File: src/rtl/addsub_pkg.sv
// Shared types and elaboration helpers for the digit-serial adder/subtractor.
// Holds the FSM state type and the digit-count / counter-width functions.
package addsub_pkg;

  typedef enum logic [1:0] {
    IDLE = 2'd0,
    RUN  = 2'd1,
    DONE = 2'd2
  } state_t;

  function automatic int ndig(input int width, input int digit);
    return width / digit;
  endfunction

  // A single-digit operation still needs a one-bit counter to compare against.
  function automatic int cnt_w(input int width, input int digit);
    int n;
    n = ndig(width, digit);
    return (n <= 1) ? 1 : $clog2(n);
  endfunction

endpackage

File: src/rtl/ripple_adder_n.sv
// Combinational N-bit ripple-carry chain built from one-bit full-adder cells.
// Also exposes the carry into the top cell so callers can detect signed overflow.
module ripple_adder_n #(
  parameter int N = 4
) (
  input  logic [N-1:0] a,
  input  logic [N-1:0] b,
  input  logic         cin,
  output logic [N-1:0] s,
  output logic         cout,
  output logic         c_msb
);

  logic [N:0] w_carry;

  assign w_carry[0] = cin;

  for (genvar i = 0; i < N; i++) begin : g_cell
    assign s[i]           = a[i] ^ b[i] ^ w_carry[i];
    assign w_carry[i + 1] = (a[i] & b[i]) | (w_carry[i] & (a[i] ^ b[i]));
  end

  assign cout  = w_carry[N];
  assign c_msb = w_carry[N-1];

endmodule

File: src/rtl/digit_serial_addsub.sv
// Digit-serial WIDTH-bit adder/subtractor: DIGIT bits per clock, LSB digit first,
// one shared ripple chain plus a registered inter-digit carry, valid/ready on both sides.
module digit_serial_addsub
  import addsub_pkg::*;
#(
  parameter int WIDTH = 32,
  parameter int DIGIT = 4
) (
  input  logic             clk,
  input  logic             rst,
  input  logic             in_valid,
  output logic             in_ready,
  input  logic [WIDTH-1:0] A,
  input  logic [WIDTH-1:0] B,
  input  logic             Cin,
  input  logic             sub,
  output logic             out_valid,
  input  logic             out_ready,
  output logic [WIDTH-1:0] S,
  output logic             Cout,
  output logic             ovf,
  output logic             zero
);

  localparam int NDIG = ndig(WIDTH, DIGIT);
  localparam int CW   = cnt_w(WIDTH, DIGIT);
  localparam logic [CW-1:0] LAST = CW'(NDIG - 1);

  if ((DIGIT < 1) || (DIGIT > WIDTH) || ((WIDTH % DIGIT) != 0)) begin : g_bad_params
    $error("digit_serial_addsub: WIDTH must be a positive multiple of DIGIT");
  end

  state_t r_state;
  state_t w_nextState;

  logic [CW-1:0]    r_cnt;
  logic             r_carry;
  logic [WIDTH-1:0] r_a;
  logic [WIDTH-1:0] r_b;
  logic [WIDTH-1:0] r_s;
  logic             r_cout;
  logic             r_ovf;
  logic             r_zero;

  logic [DIGIT-1:0] w_digitSum;
  logic             w_chainCout;
  logic             w_chainCmsb;
  logic [WIDTH-1:0] w_sNext;
  logic             w_lastDigit;

  ripple_adder_n #(
    .N(DIGIT)
  ) u_chain (
    .a     (r_a[DIGIT-1:0]),
    .b     (r_b[DIGIT-1:0]),
    .cin   (r_carry),
    .s     (w_digitSum),
    .cout  (w_chainCout),
    .c_msb (w_chainCmsb)
  );

  // New digit enters the result register from the top so the LSB digit ends at bit 0.
  assign w_sNext     = (r_s >> DIGIT) | (WIDTH'(w_digitSum) << (WIDTH - DIGIT));
  assign w_lastDigit = (r_cnt == LAST);

  always_ff @(posedge clk or posedge rst) begin
    if (rst) begin
      r_state <= IDLE;
    end else begin
      r_state <= w_nextState;
    end
  end

  always_comb begin
    w_nextState = r_state;
    in_ready    = 1'b0;
    out_valid   = 1'b0;
    case (r_state)
      IDLE: begin
        in_ready = 1'b1;
        if (in_valid) begin
          w_nextState = RUN;
        end
      end
      RUN: begin
        if (w_lastDigit) begin
          w_nextState = DONE;
        end
      end
      DONE: begin
        out_valid = 1'b1;
        if (out_ready) begin
          w_nextState = IDLE;
        end
      end
      default: begin
        w_nextState = IDLE;
      end
    endcase
  end

  // Subtraction is folded into capture: B is inverted and the chain starts with carry 1.
  always_ff @(posedge clk or posedge rst) begin
    if (rst) begin
      r_cnt   <= '0;
      r_carry <= 1'b0;
      r_a     <= '0;
      r_b     <= '0;
      r_s     <= '0;
      r_cout  <= 1'b0;
      r_ovf   <= 1'b0;
      r_zero  <= 1'b0;
    end else begin
      case (r_state)
        IDLE: begin
          if (in_valid) begin
            r_a     <= A;
            r_b     <= B ^ {WIDTH{sub}};
            r_carry <= sub ? 1'b1 : Cin;
            r_cnt   <= '0;
          end
        end
        RUN: begin
          r_s     <= w_sNext;
          r_a     <= r_a >> DIGIT;
          r_b     <= r_b >> DIGIT;
          r_carry <= w_chainCout;
          r_cnt   <= r_cnt + CW'(1);
          if (w_lastDigit) begin
            r_cout <= w_chainCout;
            r_ovf  <= w_chainCmsb ^ w_chainCout;
            r_zero <= (w_sNext == '0);
          end
        end
        default: begin
        end
      endcase
    end
  end

  assign S    = r_s;
  assign Cout = r_cout;
  assign ovf  = r_ovf;
  assign zero = r_zero;

endmodule

File: config.mk
export PLATFORM = sky130hd
export DESIGN_NAME = digit_serial_addsub
export DESIGN_NICKNAME = d
export VERILOG_FILES = /design/src/rtl/addsub_pkg.sv /design/src/rtl/ripple_adder_n.sv /design/src/rtl/digit_serial_addsub.sv
export SDC_FILE = /design/constraint.sdc
export NUM_CORES = 1
export LEC_CHECK = 0
export BUFFER_PORTS_ARGS = -buffer_cell sky130_fd_sc_hd__buf_4
export CELL_PAD_IN_SITES_DETAIL_PLACEMENT = 2
export CELL_PAD_IN_SITES_GLOBAL_PLACEMENT = 2
export CORE_ASPECT_RATIO = 0.7
export CORE_MARGIN = 1.5
export CORE_UTILIZATION = 37
export CTS_BUF_LIST = sky130_fd_sc_hd__clkbuf_16
export CTS_CLUSTER_DIAMETER = 60
export DETAILED_ROUTE_END_ITERATION = 8
export GPL_TIMING_DRIVEN = 0
export PLACE_DENSITY_LB_ADDON = 0.1
export SYNTH_ARGS = -nofsm -noshare
export SYNTH_HDL_FRONTEND = slang
export SYNTH_SLANG_ARGS = --single-unit
File: constraint.sdc
create_clock -name clk -period 7.4 [get_ports clk]
set_input_delay 0 -clock clk [delete_from_list [all_inputs] [get_ports clk]]
set_output_delay 0 -clock clk [all_outputs]
set_load 0.05 [all_outputs]
# ---- Word level (Yosys, flattened, before mapping)
# Index checks and enable logic that the tools add are counted.
dict set report word_totals {
  register_bits 105
  latch_bits 0
  ramBits 0
  romBits 0
  in_bits 70
  elab_cells 60
  n_memories 0
}
dict set report op_classes {
  n_addsub 1
  n_mul 0
  n_div 0
  order_cmp 0
  n_eq_ne 6
  shifts 0
  mux 15
  bitwise_logic 23
  reduce_logical 6
}
# op count
set ops {}
lappend ops {{$pmux 32 s2} 2}
lappend ops {{$mux 32} 2}
lappend ops {{$logic_not 32->1} 1}
lappend ops {{$or 28x32->32} 1}
lappend ops {{$xor 32x32->32} 1}
lappend ops {{$xor 1x1->1} 9}
lappend ops {{$and 1x1->1} 8}
lappend ops {{$mux 2} 3}
lappend ops {{$ne 2x2->1 const B} 3}
lappend ops {{$pmux 2 s3} 1}
lappend ops {{$pmux 3 s2} 1}
lappend ops {{$mux 1} 4}
lappend ops {{$or 1x1->1} 4}
lappend ops {{$reduce_and 2->1} 2}
lappend ops {{$add 3x1->3 const B} 1}
lappend ops {{$eq 3x3->1 const B} 1}
lappend ops {{$mux 3} 1}
lappend ops {{$reduce_and 3->1} 1}
lappend ops {{$eq 2x1->1 const B} 1}
lappend ops {{$eq 2x2->1 const B} 1}
lappend ops {{$logic_not 2->1} 1}
lappend ops {{$pmux 1 s2} 1}
lappend ops {{$reduce_bool 2->1} 1}

# ---- Longest topological paths before layout
# Gate-level depths: netlist (run 1).
dict set report logic_depth {
  depth_word 10
  mapped_depth 9
  ltp_nobuf 9
}

# ---- Modules after synthesis
# Synthesis (run 1) repeated with hierarchy kept, for this count alone.
dict set report unflattened {
  hier_cells 517
  area_unflattened_um2 5183.7
}
# mod n_inst cells_per_inst area_each_um2 seq_area_each_um2
set modules_own_cells {}
lappend modules_own_cells {digit_serial_addsub 1 505 5073.6 2627.5}
lappend modules_own_cells {ripple_adder_n 1 12 110.1 0.0}

# ---- Worst setup path after synthesis (run 1)
# Ideal clock, no wire load.
dict set report synth_path {
  path_kind {register to register}
  startpoint {register r_carry}
  endpoint {register r_zero, in the netlist zero}
  setup_time_ps 104
  arrival_ps 2070
  t_required_ps 7296
  setup_slack_ps 5227
  path_stages_with_launch 10
  path_buffers 0
  synth_period_minus_slack_ps 2173
  path_cell_list {dfrtp_1 > inv_1 > fa_1 > inv_1 > fa_1 > fa_1 > inv_1 > fa_1 > nand4_1 > o41ai_2}
}
dict set report synth_between {
  elab_chain_len 9
}
# element line_no
set synth_lines {}
lappend synth_lines {{start: declaration} digit_serial_addsub.sv:37} ;# logic r_carry;
lappend synth_lines {{start signal: assignment} digit_serial_addsub.sv:119} ;# r_carry <= sub ? 1'b1 : Cin;
lappend synth_lines {{start signal: assignment} digit_serial_addsub.sv:127} ;# r_carry <= w_chainCout;
lappend synth_lines {{$and 1x1->1} ripple_adder_n.sv:20} ;# assign w_carry[i + 1] = (a[i] & b[i]) | (w_carry[i] & (a[i] ^ b[i]));
lappend synth_lines {{$or 1x1->1} ripple_adder_n.sv:20}
lappend synth_lines {{$and 1x1->1} ripple_adder_n.sv:20}
lappend synth_lines {{$or 1x1->1} ripple_adder_n.sv:20}
lappend synth_lines {{$and 1x1->1} ripple_adder_n.sv:20}
lappend synth_lines {{$or 1x1->1} ripple_adder_n.sv:20}
lappend synth_lines {{$xor 1x1->1} ripple_adder_n.sv:19} ;# assign s[i] = a[i] ^ b[i] ^ w_carry[i];
lappend synth_lines {{$or 28x32->32 *} digit_serial_addsub.sv:63} ;# assign w_sNext = (r_s >> DIGIT) | (WIDTH'(w_digitSum) << (WIDTH - DIGIT));
lappend synth_lines {{$logic_not 32->1 *} digit_serial_addsub.sv:132} ;# r_zero <= (w_sNext == '0);
lappend synth_lines {{end signal: assignment} digit_serial_addsub.sv:132}
lappend synth_lines {{end: declaration} digit_serial_addsub.sv:43} ;# logic r_zero;
# Every way passes the cells marked *; elsewhere a longest branch is shown, timed or not.
# A chain may end at the register's enable or synchronous reset.

# ---- Worst setup path in the final report (run 1)
# Same ends and word-level chain as after synthesis.

==> results of run 1 <==
[Yosys cell counts, drive strengths merged, types with 4 or more instances]
| library cell | number | area share (%) |
|---|---|---|
| o22ai | 78 | 9.7 |
| clkbuf | 4 | 0.30 |
| inv | 15 | 1.1 |
| nand2 | 100 | 7.6 |
| buf | 39 | 4.9 |
| xnor2 | 22 | 3.8 |
| nor4 | 7 | 0.87 |
| a2bb2oi | 18 | 3.1 |
| nor2b | 4 | 0.50 |
| fa | 4 | 1.6 |
| nor2 | 4 | 0.30 |
| a22o | 6 | 1.0 |
| o22a | 18 | 3.1 |
| o21ai | 8 | 0.80 |
| dfrtp | 105 | 52 |
| a21oi | 39 | 3.9 |
| xor2 | 11 | 1.9 |
[metrics by stage]
| step | util, % | power (uW) | cells | setup WS (ns) |
|---|---|---|---|---|
| floorplan | - | 2050 | 499 | 4.64 |
| global placement | 45.7 | 2450 | 789 | 3.23 |
| detailed placement | 45.9 | 2570 | 790 | 4.98 |
| CTS | 50.4 | 3140 | 834 | 4.80 |
| global route | 50.4 | 3320 | 834 | 4.69 |
| finish | 50.4 | 3140 | 834 | 4.83 |
[cell families (layout without fill, tap and decap cells)]
family	count (synthesis)	in the layout	synth area share [%]
AO/OA/AOI/OAI	175	175	23.2
XOR/XNOR	33	33	5.75
adder cells (fa/ha/maj)	6	6	2.09
buffers and inverters	58	208	6.30
flip-flops	105	105	52.3
AND/OR/NAND/NOR	122	122	10.4
[registers in the layout, summed over array words and instances, names as in the netlist]
| name | count |
|---|---|
| S | 32 |
| r_a | 32 |
| r_b | 32 |
| r_cnt | 3 |
| r_state | 2 |
| Cout | 1 |
| ovf | 1 |
| r_carry | 1 |
| zero | 1 |
[how the worst max path moves through the flow]
stage,end,slack [ns],cells after the start
final,zero,4.83,9
after global routing,zero,4.69,9
after CTS,zero,4.80,9
after detailed placement,zero,4.98,9
after global placement,r_b[28],3.23,2
after floorplan,Cout,4.64,1
[area by class of cell]
cell class | count | area, sq um
plain buffers | 43 | 260
clock buffers | 9 | 225
clock inverters | 7 | 87.6
fillers | 1415 | 6560
inverters | 15 | 58.8
multi-input cells | 336 | 2080
flip-flops and latches | 105 | 2630
well taps | 185 | 231
repair buffers | 134 | 1100
[power by group through the flow]
stage	clock network [uW]	registers, uW	logic, uW
after floorplan	0	1290	757
after global placement	0	1070	1380
after detailed placement	0	1090	1480
after CTS	525	1090	1520
after global routing	543	1130	1650
final	517	1100	1520
[routing by layer]
layer	routed length [um]	up-vias	share of wire [%]	track usage, %
met5	0	-	0	0
met4	355	0	1.9	7.61
met3	710	27	3.8	4.56
met1	8100	2417	44	34.9
li1	-	2086	-	-
met2	9290	121	50	47.2
[worst register-to-register path, cell delays in order, from the launching register on]
cell and delay (ns):
dfrtp_1 0.37, inv_1 0.07, fa_1 0.44, inv_1 0.09, fa_1 0.22, fa_1 0.26, inv_1 0.07, fa_1 0.52
nand4_1 0.10, o41ai_2 0.32
==> flow_summary.toml, run 1 <==
[flow_run]
cap_violations = 0

[synth]
synth_fp_nets = 575
postSynthCellCount = 499
syn_avg_cell_area_sq_um = 10.1
netlist_area_sq_um = 5030
synth_seq_area_share_pct = 52.3
ys_ff_latch = 105
synth-async-reset-ratio_pct = 100
synth_cell_type_count = 35
yosysWarnings = 0
synth_top_flop_cell = "dfrtp_1"
synth_edf_count = 0

[clock_tree]
clkTransAtPathRegs_ns = 0.07
cts.sinks = 105
postCtsSetupBuffers = 0
cts_buffers = 9
clk_path_buf_depth = 2
clk_latency_ns = 0.35
htree_levels = 3
root_buffer = "clkbuf_16"
cts_tree = "built"
hold_buffers = 28
cts_resized = 0

[worst_setup_path]
cp_num_buf_inv = 3
crit_path_frequent_cell = "fa_1"
worstSetupEndpointType = "flip-flop"
critical_path_class = "reg -> reg"
reg2reg_to = "zero"
crit_arrival_ns = 2.80
critPathSlowestCell = "fa_1"
cp-startpoint = "r_carry"
worstPathRequired_ns = 7.64
r2r-start = "r_carry"
cpPeakStageDelay_ns = 0.52
crit_chain = "inv_1, fa_1, inv_1, fa_1, fa_1, inv_1, fa_1, nand4_1, o41ai_2"
crit_fanout = 2
rrSetupSlack_ns = 4.83
critPathLaunchType = "flip-flop"
reg2reg_depth = 9
path_delay_family = "adder cells"

[min_path]
min_path_type = "in -> reg"
holdPathStages = 3
whs_endpoint = "r_a[3]"
holdCritStartpoint = "A[3]"

[timing]
fin_setup_tns_ns = 0
maxSlewHeadroom_pct = 55.7
worst_pin_slew_ns = 0.663
timing.fmax_ghz = 0.390
drv_slew = 0
finalHoldViolCount = 0
finalCritPeriodShare_pct = 34.7
finalSetupViolations = 0
holdWs_ns = 0.0147
skew_ns = 0.00823
rsz0062_at_grt = "no"
layout_min_cycle_time_ns = 2.57

[floorplan]
die_h_um = 101
io_pins = 107
coreArea_sq_um = 13200
die_area_sq_um = 14300
start_util_pct = 38.0
die_w_um = 142
rows = 35

[finish]
final_cell_mix = "120 x buf_4, 105 x dfrtp_1, 99 x nand2_1"
nets = 720
syn2layout_area_growth_pct = 32.7
diodes = 0
drive_gt1_share_pct = 25.4
finalInstanceArea_sq_um = 6670
layout_commonest_cell = "buf_4"

[power_and_ir_drop]
power_frac_seq_pct = 34.9
p_per_area_nw_per_um2 = 470
netSwitchingFraction_pct = 45.9
combPwrFrac_pct = 48.6
leakage_uw = 0.00306
p_int_uw = 1700
pwr-share-clk_pct = 16.5
vdd_drop_max_uv = 166
p_sw_uw = 1440

[detailed_routing]
drt_iter0_drc = 217
vias = 4651
via_per_inst = 5.58
drc = 0
wl_per_cell_um = 22.1
ant_nets = 0
detail_route.wirelength_um = 18500
drt_pass1_iterations = 4

[grt]
grt_usage_pct = 27.0
grt_pass1_vias = 5203
grt-ovfl-total = 0
grt_first_pass_wirelength_um = 29000
grt_max_degree = 70
antenna_found_initial = 0

[placement]
postPlaceCellArea_sq_um = 6080
io_buffer_count = 105
dp_hpwl_um = 12600
place_congestion = 0.734

[status]
status = "finished, final reports clean"
Power figures use the tool's default switching activity.
==> run 2: changes to the inputs <==
--- a/config.mk
+++ b/config.mk
@@ -10,7 +10,7 @@
 export CELL_PAD_IN_SITES_GLOBAL_PLACEMENT = 2
 export CORE_ASPECT_RATIO = 0.7
 export CORE_MARGIN = 1.5
-export CORE_UTILIZATION = 37
+export CORE_UTILIZATION = 34
 export CTS_BUF_LIST = sky130_fd_sc_hd__clkbuf_16
 export CTS_CLUSTER_DIAMETER = 60
 export DETAILED_ROUTE_END_ITERATION = 8
==> constraint.sdc (replaced) <==
create_clock -name clk -period 2.5 [get_ports clk]
set_input_delay 0 -clock clk [delete_from_list [all_inputs] [get_ports clk]]
set_output_delay 0 -clock clk [all_outputs]
set_load 0.05 [all_outputs]
==> flow_summary.toml, run 2 (synthesized netlist as in run 1, its figures left out) <==
[status]
status = "finished, final reports clean"

[timing]
maxSlewHeadroom_pct = 55.6
worst_pin_slew_ns = 0.665
finalSetupViolations = 0
rsz0062_at_grt = "no"
layout_min_cycle_time_ns = 2.36
finalCritPeriodShare_pct = 94.4
fin_setup_tns_ns = 0
timing.fmax_ghz = 0.424
skew_ns = 0.00586
finalWorstSetupSlack_ns = 0.140
finalHoldViolCount = 0
drv_slew = 0

[worst_setup_path]
endpoint = "zero"
critPathLaunchType = "flip-flop"
cp-startpoint = "r_carry"
reg2reg_depth = 9
reg2reg_to = "zero"
r2r-start = "r_carry"
critical_path_class = "reg -> reg"
crit_fanout = 2
crit_arrival_ns = 2.60
rrSetupSlack_ns = 0.14
worstPathRequired_ns = 2.74
worstSetupEndpointType = "flip-flop"

[floorplan]
die_w_um = 148
rows = 36
coreArea_sq_um = 14200
io_pins = 107
start_util_pct = 35.4
die_h_um = 105
die_area_sq_um = 15500

[detailed_routing]
wl_per_cell_um = 20.4
drt_iter0_drc = 161
ant_nets = 0
vias = 4579
detail_route.wirelength_um = 17300
drt_pass1_iterations = 4
drc = 0
via_per_inst = 5.41

[placement]
dp_hpwl_um = 12200
io_buffer_count = 105
place_congestion = 0.762
post-place-ws_ns = 0.0366

[power_and_ir_drop]
total_power_uw = 9130
p_per_area_nw_per_um2 = 1350
vdd_drop_max_uv = 442
leakage_uw = 0.00310

[grt]
grt_pass1_vias = 5113
grt-ovfl-total = 0
grt_first_pass_wirelength_um = 28400
grt_max_degree = 39
grt_usage_pct = 23.5
antenna_found_initial = 0

[flow_run]
cap_violations = 0

[clock_tree]
cts_tree = "built"
htree_levels = 3
cts.sinks = 105
clk_latency_ns = 0.35
root_buffer = "clkbuf_16"
clkTransAtPathRegs_ns = 0.07
cts_buffers = 9
clk_path_buf_depth = 2

[finish]
layout_commonest_cell = "buf_4"
syn2layout_area_growth_pct = 34.7
final_cell_mix = "121 x buf_4, 105 x dfrtp_1, 99 x nand2_1"
diodes = 0
nets = 728
finish.utilization_pct = 47.7
drive_gt1_share_pct = 25.7

[min_path]
min_path_type = "in -> reg"
[run 2: worst min path at each step]
stage	cells past startpoint	endpoint	slack, ns	from
finish	4	r_b[24]	0.02	B[24]
global route	4	r_b[27]	0.06	B[27]
CTS	3	r_a[11]	0.0001	A[11]
detailed placement	2	S[27]	-0.07	rst
global placement	2	r_state[1]	0.17	out_ready
floorplan	1	r_state[1]	0.09	out_ready
[run 2: area by class of cell]
cell class / count / area (sq um)
plain buffers: 43 / 260
clock buffers: 9 / 225
clock inverters: 7 / 86.3
fillers: 1507 / 7420
inverters: 15 / 60.1
multi-input cells: 336 / 2080
flip-flops and latches: 105 / 2630
well taps: 190 / 238
repair buffers: 142 / 1190
[run 2: repair_timing]
item,CTS,global route
resized for setup,0,1
endpoints found under the setup margin,0,1
endpoints found under the hold margin,75,0
hold buffers,33,0
buffers inserted,0,1
[run 2: metrics by stage]
stage               std cells  hold WS, ns  instance area, sq um
CTS                       846     0.000108                  6760
floorplan                 499       0.0863                  5030
global placement          794        0.174                  6060
global route              847       0.0609                  6770
finish                    847       0.0191                  6770
detailed placement        797      -0.0651                  6120
[run 2: worst max-delay path: stages (launching register included)]
cell     delay (ns)
dfrtp_1        0.36
inv_1          0.06
fa_1           0.41
inv_1          0.09
fa_1           0.19
fa_2           0.23
inv_1          0.06
fa_1           0.51
nand4_1        0.10
o41ai_2        0.24
[run 2: per-layer routing]
layer	share of wire, %	wire length, um	GRT usage [%]
met3	2.8	483	3.28
met2	48	8250	38.2
met4	0.83	144	4.95
met1	49	8430	33.4
met5	0	0	0
[run 2: report_power, final]
part	internal [uW]	switching [uW]	total, uW
registers	2480	728	3210
logic	1670	2730	4400
clock network	870	645	1520
total	5030	4100	9130
==> run 3: changes to the inputs <==
--- a/config.mk
+++ b/config.mk
@@ -15,7 +15,7 @@
 export CTS_CLUSTER_DIAMETER = 60
 export DETAILED_ROUTE_END_ITERATION = 8
 export GPL_TIMING_DRIVEN = 0
-export PLACE_DENSITY_LB_ADDON = 0.1
+export PLACE_DENSITY = 0.78
 export SYNTH_ARGS = -nofsm -noshare
 export SYNTH_HDL_FRONTEND = slang
 export SYNTH_SLANG_ARGS = --single-unit
==> constraint.sdc (replaced) <==
create_clock -name clk -period 2.5 [get_ports clk]
set_input_delay 0 -clock clk [delete_from_list [all_inputs] [get_ports clk]]
set_output_delay 0 -clock clk [all_outputs]
set_load 0.1 [all_outputs]
==> flow_summary.toml, run 3 (synthesized netlist as in run 1, its figures left out) <==
[grt]
grt_first_pass_wirelength_um = 29300
grt_use_met3_pct = 3.93
grt_usage_pct = 24.4
grt_pass1_vias = 5194
met1_usage_pct = 33.0
grt-ovfl-total = 0
grt.busiest_layer = "met2"
antenna_found_initial = 0
grt_max_degree = 40
global_route.usage.met2_pct = 41.5

[clock_tree]
clk_latency_ns = 0.35
cts.sinks = 105
cts_tree = "built"
clkTransAtPathRegs_ns = 0.07
clk_path_buf_depth = 2
htree_levels = 3
postCtsSetupBuffers = 0
cts_buffers = 9
root_buffer = "clkbuf_16"

[timing]
holdWs_ns = 0.00906
drv_slew = 0
maxSlewHeadroom_pct = 51.6
rsz0062_at_grt = "no"
finalCritPeriodShare_pct = 94.0
timing.fmax_ghz = 0.425
fin_setup_tns_ns = 0
finalHoldViolCount = 0
worst_pin_slew_ns = 0.725
layout_min_cycle_time_ns = 2.35
skew_ns = 0.00587
finalSetupViolations = 0

[worst_setup_path]
r2r-start = "r_a[0]"
crit_arrival_ns = 2.60
reg2reg_to = "zero"
rrSetupSlack_ns = 0.15
crit_chain = "inv_1, fa_1, inv_1, fa_1, fa_2, inv_1, fa_1, nand4_1, o41ai_2"
critPathLaunchType = "flip-flop"
path_delay_family = "adder cells"
cp_num_buf_inv = 3
worstPathRequired_ns = 2.75
critical_path_class = "reg -> reg"
critPathSlowestCell = "fa_1"
cpPeakStageDelay_ns = 0.50
crit_fanout = 3
reg2reg_depth = 9
worstSetupEndpointType = "flip-flop"

[finish]
finalInstanceArea_sq_um = 6700
syn2layout_area_growth_pct = 33.2
finish.utilization_pct = 47.2
diodes = 0
drive_gt1_share_pct = 25.6
final_cell_mix = "120 x buf_4, 105 x dfrtp_1, 99 x nand2_1"
fill_cells = 1488
nets = 724
layout_commonest_cell = "buf_4"
multiInputGateArea_sq_um = 2080
seq_area_sq_um = 2630

[floorplan]
io_pins = 107
die_area_sq_um = 15500
die_w_um = 148
start_util_pct = 35.4
rows = 36
coreArea_sq_um = 14200
die_h_um = 105

[status]
status = "finished, final reports clean"

[min_path]
whs_endpoint = "r_b[24]"
holdCritStartpoint = "B[24]"
holdPathStages = 4
min_path_type = "in -> reg"

[detailed_routing]
detail_route.wirelength_um = 18200
wl_per_cell_um = 21.6
drc = 0
drt_iter0_drc = 148
vias = 4612
drt_pass1_iterations = 4
ant_nets = 0
via_per_inst = 5.48

[placement]
place_congestion = 0.740
io_buffer_count = 105
postPlaceCellArea_sq_um = 6100
dp_hpwl_um = 12800

[power_and_ir_drop]
vdd_drop_max_uv = 651
p_per_area_nw_per_um2 = 1510
leakage_uw = 0.00307

[flow_run]
cap_violations = 0
run 3: worst max-delay path by stage:
stage	cells past startpoint	start	endpoint
after CTS	9	r_a[0]	zero
after global routing	9	r_a[0]	zero
after detailed placement	9	r_carry	zero
after global placement	9	r_carry	zero
after floorplan	3	r_state[1]	r_a[28]
final	9	r_a[0]	zero
run 3: timing repair:
action                                  CTS  global route
resized for setup                         0             1
hold buffers                             31             0
endpoints found under the hold margin    59             0
endpoints found under the setup margin    0             1
run 3: metrics by stage:
stage               instances  setup slack, ns  power, uW
floorplan                 499            0.243       7020
global placement          794            0.160       8220
CTS                       842           0.0402      10000
detailed placement        796           0.0796       8540
global route              842          0.00261      10700
finish                    842            0.150      10100
run 3: layout make-up:
cell class              instances  area share, %
clock inverters                 6          0.916
flip-flops and latches        105           39.2
repair buffers                138           17.0
plain buffers                  43           3.89
clock buffers                   9           3.36
well taps                     190           3.55
inverters                      15          0.897
multi-input cells             336           31.1
run 3: where the power goes:
| part | switching [uW] | leakage (uW) | internal [uW] |
|---|---|---|---|
| clock | 670 | 0.000146 | 769 |
| sequential | 756 | 0.00126 | 2480 |
| combinational | 3750 | 0.00166 | 1660 |
| total | 5170 | 0.00307 | 4920 |
run 3: metal layers:
| metal | part of all wire [%] | wire length [um] |
|---|---|---|
| met5 | 0 | 0 |
| met4 | 0.92 | 167 |
| met3 | 2.9 | 531 |
| met2 | 49 | 8990 |
| met1 | 47 | 8500 |
run 3: worst min-delay path, stage by stage:
cell and delay, ns:
buf_4 0.08, xor2_1 0.05, o22ai_1 0.10, a21oi_1 0.08
